### config.mk
export PLATFORM = sky130hd
export DESIGN_NAME = mouse_player_arbiter
export DESIGN_NICKNAME = d
export VERILOG_FILES = /design/src/rtl/mouse_player_arbiter_pkg.sv /design/src/rtl/mouse_player_arbiter_tick_counter.sv /design/src/rtl/mouse_player_arbiter.sv
export SDC_FILE = /design/constraint.sdc
export NUM_CORES = 1
export LEC_CHECK = 0
export CORE_ASPECT_RATIO = 0.9
export CORE_UTILIZATION = 57
export CTS_CLUSTER_DIAMETER = 50
export DETAILED_ROUTE_END_ITERATION = 7
export DONT_BUFFER_PORTS = 1
export GPL_ROUTABILITY_DRIVEN = 0
export PLACE_DENSITY_LB_ADDON = 0.25
export SLEW_MARGIN = 30
export SYNTH_ARGS = -nofsm -noshare
export SYNTH_HDL_FRONTEND = slang
export SYNTH_HIERARCHICAL = 1
export SYNTH_SLANG_ARGS = --single-unit
export TNS_END_PERCENT = 50
### constraint.sdc
create_clock -name clk -period 3.6 [get_ports clk]
set_clock_uncertainty 0.15 [all_clocks]
set_input_delay 1.08 -clock clk [delete_from_list [all_inputs] [get_ports clk]]
set_output_delay 1.08 -clock clk [all_outputs]
set_load 0.005 [all_outputs]
### src/rtl/mouse_player_arbiter_pkg.sv
// Shared constants and state encoding for the mouse arbiter and its neighbours
// (player limiters, ball logic).
package mouse_player_arbiter_pkg;

    localparam int unsigned XW    = 12;  // x coordinate width
    localparam int unsigned CNT_W = 7;   // tick counter width, holds up to AIR_TICKS

    localparam logic [XW-1:0] NET_X    = 12'd480;  // ball_x >= NET_X means right half
    localparam logic [XW-1:0] P0_RST_X = 12'd215;
    localparam logic [XW-1:0] P1_RST_X = 12'd737;

    localparam int unsigned HYST_TICKS = 8;   // ticks on the far side before a swap request
    localparam int unsigned AIR_TICKS  = 60;  // ticks the owner counts as airborne after a click

    typedef enum logic [1:0] {
        OWN    = 2'd0,
        HOLD   = 2'd1,
        SWITCH = 2'd2
    } arb_state_e;

endpackage

### src/rtl/mouse_player_arbiter_tick_counter.sv
// Saturating tick counter: synchronous clear beats load, load beats count.
// Counts up towards MAX or down towards 0, never wrapping.
module arb_tick_counter #(
    parameter int unsigned W   = 7,
    parameter int unsigned MAX = 8
) (
    input  logic         clk,
    input  logic         rst,
    input  logic         clr_i,
    input  logic         load_i,
    input  logic [W-1:0] load_val_i,
    input  logic         inc_i,
    input  logic         dec_i,
    output logic [W-1:0] cnt_o
);

    localparam logic [W-1:0] MAX_V = W'(MAX);

    logic [W-1:0] cnt_q, cnt_d;

    // next count: clear, load, then saturating step
    always_comb begin
        cnt_d = cnt_q;
        if (clr_i)
            cnt_d = '0;
        else if (load_i)
            cnt_d = load_val_i;
        else if (inc_i && cnt_q < MAX_V)
            cnt_d = cnt_q + 1'b1;
        else if (dec_i && cnt_q != '0)
            cnt_d = cnt_q - 1'b1;
    end

    // count register
    always_ff @(posedge clk) begin
        if (rst) cnt_q <= '0;
        else     cnt_q <= cnt_d;
    end

    assign cnt_o = cnt_q;

endmodule

### src/rtl/mouse_player_arbiter.sv
// Mouse arbiter: hands the single mouse to the player whose half holds the
// ball, with hysteresis, and never swaps while the owner is mid-jump.
// Optional macro SWAP_BTN_EN adds a swap_btn input (right button) whose
// rising edge forces a one-clock swap request.
module mouse_player_arbiter
    import mouse_player_arbiter_pkg::*;
(
    input  logic          clk,
    input  logic          rst,
    input  logic          tick,
    input  logic [XW-1:0] xpos,
    input  logic          click_mouse,
`ifdef SWAP_BTN_EN
    input  logic          swap_btn,
`endif
    input  logic [XW-1:0] ball_x,
    input  logic          point_end,
    output logic [XW-1:0] xpos_p0,
    output logic          click_p0,
    output logic [XW-1:0] xpos_p1,
    output logic          click_p1,
    output logic          owner
);

    localparam logic [CNT_W-1:0] HYST_V = CNT_W'(HYST_TICKS);
    localparam logic [CNT_W-1:0] AIR_V  = CNT_W'(AIR_TICKS);

    arb_state_e    state_q, state_d;
    logic          owner_q, owner_d;
    logic [XW-1:0] xp0_q, xp0_d, xp1_q, xp1_d;
    logic          ck0_q, ck0_d, ck1_q, ck1_d;
    logic          blk_q, blk_d;       // button held across a swap; blocked until released
    logic          click_prev_q;
    logic [CNT_W-1:0] hyst_cnt, air_cnt;

    logic far, in_switch, airborne, swap_req, btn_rise, click_fwd, air_load;

`ifdef SWAP_BTN_EN
    logic btn_prev_q;
    // remember the right button for edge detection
    always_ff @(posedge clk) begin
        if (rst) btn_prev_q <= 1'b0;
        else     btn_prev_q <= swap_btn;
    end
    assign btn_rise = swap_btn & ~btn_prev_q;
`else
    assign btn_rise = 1'b0;
`endif

    assign far       = (ball_x >= NET_X) != owner_q;
    assign in_switch = (state_q == SWITCH);
    assign airborne  = (air_cnt != '0);
    assign swap_req  = (hyst_cnt == HYST_V) | btn_rise;
    assign click_fwd = click_mouse & ~blk_q & ~in_switch;
    // only a fresh press in OWN starts a jump; presses during HOLD do not extend it
    assign air_load  = (state_q == OWN) & click_mouse & ~click_prev_q & ~blk_q;

    arb_tick_counter #(.W(CNT_W), .MAX(HYST_TICKS)) u_hyst (
        .clk       (clk),
        .rst       (rst),
        .clr_i     (point_end | in_switch | (tick & ~far)),
        .load_i    (1'b0),
        .load_val_i('0),
        .inc_i     (tick & far),
        .dec_i     (1'b0),
        .cnt_o     (hyst_cnt)
    );

    arb_tick_counter #(.W(CNT_W), .MAX(AIR_TICKS)) u_air (
        .clk       (clk),
        .rst       (rst),
        .clr_i     (point_end | in_switch),
        .load_i    (air_load),
        .load_val_i(AIR_V),
        .inc_i     (1'b0),
        .dec_i     (tick),
        .cnt_o     (air_cnt)
    );

    // next state, ownership and routed outputs
    always_comb begin
        state_d = state_q;
        owner_d = owner_q;
        xp0_d   = xp0_q;
        xp1_d   = xp1_q;
        ck0_d   = 1'b0;
        ck1_d   = 1'b0;
        blk_d   = blk_q & click_mouse;
        unique case (state_q)
            OWN: begin
                if (swap_req && !point_end)
                    state_d = airborne ? HOLD : SWITCH;
            end
            HOLD: begin
                if (point_end || (tick && !far))
                    state_d = OWN;
                else if (!airborne)
                    state_d = SWITCH;
            end
            SWITCH: begin
                state_d = OWN;
                owner_d = ~owner_q;
                blk_d   = click_mouse;
            end
            default: state_d = OWN;
        endcase
        if (!in_switch) begin
            if (owner_q) begin
                xp1_d = xpos;
                ck1_d = click_fwd;
            end else begin
                xp0_d = xpos;
                ck0_d = click_fwd;
            end
        end
    end

    // state and output registers
    always_ff @(posedge clk) begin
        if (rst) begin
            state_q      <= OWN;
            owner_q      <= 1'b0;
            xp0_q        <= P0_RST_X;
            xp1_q        <= P1_RST_X;
            ck0_q        <= 1'b0;
            ck1_q        <= 1'b0;
            blk_q        <= 1'b0;
            click_prev_q <= 1'b0;
        end else begin
            state_q      <= state_d;
            owner_q      <= owner_d;
            xp0_q        <= xp0_d;
            xp1_q        <= xp1_d;
            ck0_q        <= ck0_d;
            ck1_q        <= ck1_d;
            blk_q        <= blk_d;
            click_prev_q <= click_mouse;
        end
    end

    assign xpos_p0  = xp0_q;
    assign click_p0 = ck0_q;
    assign xpos_p1  = xp1_q;
    assign click_p1 = ck1_q;
    assign owner    = owner_q;

endmodule

==> results.py <==
metrics = {
    "outcome": {
        "outcome": "finished, final reports clean",
    },
    "floorplan": {
        "die_w_um": 71.5,
        "initial_core_util": 0.600,
        "core_mm2": 0.00413,
        "pin_count": 56,
        "rows": 22,
        "die_h_um": 64.5,
        "die-area_mm2": 0.00461,
    },
    "synthesis": {
        "yosysSeqAreaShare": 0.364,
        "synth_top_family_by_area": "simple AND/OR/NAND/NOR gates",
        "muxShareOfSynthArea": 0.0162,
        "synth-compound-area-share": 0.208,
        "synth_area_mm2": 0.00248,
        "synth_top_area_frac": 0.364,
        "ys_ff_latch": 45,
        "synth_edf_count": 0,
        "synthAdderAreaFrac": 0.0616,
        "netlist_instances": 298,
        "yosys.area.top_type": "dfxtp_1",
        "synth_warnings": 6,
        "synth_xor_xnor_area_share": 0.0212,
        "synthArstFlopShare": 0,
        "synth_simple_gate_area_share": 0.281,
        "avgSynthCellArea_um2": 8.31,
        "synth.distinct_cells": 62,
        "synthTopCellsByArea": "dfxtp_1 36%, nand2_1 9.2%, a21oi_1 5.5%",
        "synth_top_flop_cell": "dfxtp_1",
    },
    "grt": {
        "grt_max_degree": 31,
        "grt.total_usage": 0.244,
        "grt_pass1_vias": 1975,
        "antenna_found_initial": 0,
        "overflow": 0,
        "grt_pass1_wl_mm": 8.95,
    },
    "timing": {
        "fmax_mhz": 299,
        "finalHoldViolations": 0,
        "grt_setup_unrepaired": "false",
        "drv_slew": 0,
        "finalSetupTns_ns": 0,
        "min_period_ns": 3.35,
        "slew_headroom": 0.438,
        "finalSetupViolations": 0,
        "fin_crit_sh": 0.930,
        "worst_pin_slew_ns": 0.840,
    },
    "min_path": {
        "min_path_type": "flip-flop to flip-flop",
        "holdPathStages": 2,
    },
    "final_layout": {
        "fin_nets": 358,
        "fill_cells": 371,
        "syn2layout_area_growth_pct": 8.59,
        "drive_gt1_frac": 0.0943,
        "diodes": 0,
    },
    "job": {
        "cap_viol_max_count": 0,
    },
    "clock_tree": {
        "postCtsSetupRepairBufs": 0,
        "cts_htree_levels": 2,
        "root_buffer": "clkbuf_8",
        "ctsResizeCount": 0,
        "clock_latency_ns": 0.30,
        "clockBufferDepth": 2,
        "cts_tree": "built",
        "cts-hold-fix-buffers": 0,
        "cts.sinks": 45,
        "numCtsBuffers": 5,
        "cts.clk_slew.worst_paths_ns": 0.08,
    },
    "drt": {
        "firstDrtPassIters": 4,
        "vias": 2109,
        "ant_nets": 0,
        "remaining_drc_errors": 0,
        "routed_wl_mm": 5.29,
        "viasPerCell": 5.76,
        "routedWlPerCell_um": 14.5,
        "drtIter0Drc": 153,
    },
    "pwr": {
        "peakVddDrop_v": 0.000409,
        "cellPowerDensity_mw_per_mm2": 454,
        "leakagePower_nw": 1.12,
        "power_mw": 1.22,
    },
    "critical_path": {
        "crit_path_max_fanout": 4,
        "rr_worst_depth": 12,
        "crit_type": "primary input to flip-flop",
        "critPathRequiredTime_ns": 3.62,
        "crit_chain": "nor3_1 -> a21oi_1 -> nand2b_1 -> nor2_1 -> nor2b_4 -> and2_1 -> inv_2 -> fa_1 -> a211o_1 -> a211oi_1 -> a2bb2oi_1 -> o32ai_1",
        "cp-start-kind": "primary input",
        "slowest_stage": "fa_1",
        "worst_ep_arrival_time_ns": 3.37,
        "cp_slowest_stage_delay_ns": 0.39,
        "end_kind": "flip-flop",
    },
    "placement": {
        "hpwlAfterDp_mm": 3.87,
        "port_buffers": 0,
    },
}
==> worst max-delay path: cells and delay by family <==
kind | cells | cell delay (ns)
buffers and inverters | 1 | 0.07
AND/OR/NAND/NOR | 5 | 0.86
adder cells (fa/ha/maj) | 1 | 0.39
AO/OA/AOI/OAI | 5 | 0.99
==> cell type report <==
class | count | area, um^2 | share of cell area
clock buffers | 5 | 68.8 | 0.0256
well taps | 48 | 60.1 | 0.0223
repair buffers | 5 | 37.5 | 0.0140
clock inverters | 2 | 35.0 | 0.0130
inverters | 10 | 37.5 | 0.0140
flip-flops and latches | 45 | 901 | 0.335
multi-input cells | 251 | 1550 | 0.576
==> cells in the mapped netlist (4+ instances only) <==
master     n
or2_2      4
nor2_1    20
a21oi_1   27
dfxtp_1   45
a21o_1     4
clkbuf_1   5
nor3_1     9
nand3b_1  11
nand2_1   61
nand3_1    5
a211oi_1   4
ha_1       9
o21ai_0    5
inv_1     10
mux2i_1    4
==> path summary, 6_finish.rpt <==
kind,start,to,slack [ns]
hold reg to reg,xpos_p0[3]$_SDFFE_PP0P_,xpos_p0[3]$_SDFFE_PP0P_,0.32
setup reg to reg,owner$_SDFFE_PP0P_,u_hyst/cnt_o[6]$_SDFFE_PP0P_,0.88
hold / removal,xpos_p0[3]$_SDFFE_PP0P_,xpos_p0[3]$_SDFFE_PP0P_,0.32
setup / recovery,ball_x[11],u_hyst/cnt_o[6]$_SDFFE_PP0P_,0.25
==> layout by cell type (no fill, tap or decap), types with 3 or more instances in the layout <==
cell	Yosys	routed
a211o_1	3	3
a211oi_1	4	4
a21o_1	4	4
a21oi_1	27	27
a22oi_1	3	3
buf_4	2	5
clkbuf_8	0	5
conb_1	2	23
dfxtp_1	45	45
ha_1	9	9
inv_1	10	9
mux2i_1	4	4
nand2_1	61	61
nand3_1	5	5
nand3b_1	11	11
nor2_1	20	20
nor3_1	9	9
nor3b_1	3	3
o211ai_1	3	3
o21ai_0	5	5
o32ai_1	3	3
or2_2	4	4
or4_4	3	3
xnor2_1	3	3
xor2_1	3	3
==> routing by layer <==
layer	track usage	up-vias	part of all wire
met1	0.319	991	0.47
met3	0.0529	6	0.040
met5	0	-	0
li1	-	1072	-
met4	0.0686	0	0.011
met2	0.407	40	0.48
==> stage by stage <==
stage / area, um^2 / setup slack, ns / hold slack, ns / instances / utilization
6_report: 2690 / 0.252 / 0.322 / 366 / 0.652
2_1_floorplan: 2560 / 0.0243 / 0.297 / 319 / -
5_1_grt: 2690 / 0.139 / 0.341 / 366 / 0.652
3_5_place_dp: 2590 / -0.0139 / 0.312 / 359 / 0.626
4_1_cts: 2690 / 0.257 / 0.324 / 366 / 0.652
3_3_place_gp: 2590 / 0.0374 / 0.307 / 359 / 0.626
==> state kept, by name (all words and copies together), names as in the netlist <==
name	cells
state_q	2
xpos_p0	12
owner	1
blk_q	1
click_prev_q	1
click_p0	1
xpos_p1	12
u_hyst/cnt_o	7
u_air/cnt_o	7
click_p1	1
==> cell families (layout without fill, tap and decap cells) <==
logic type               after synthesis  in the layout
AO/OA/AOI/OAI                         72             72
XOR/XNOR                               6              6
multiplexers                           4              4
other                                  2             23
flip-flops                            45             45
AND/OR/NAND/NOR                      135            135
adder cells (fa/ha/maj)               11             11
buffers and inverters                 23             22
==> report_power, final <==
group          internal, mW  switching (mW)
clock network         0.202           0.169
logic                 0.137           0.153
registers             0.524          0.0340
Power figures use the tool's default switching activity.
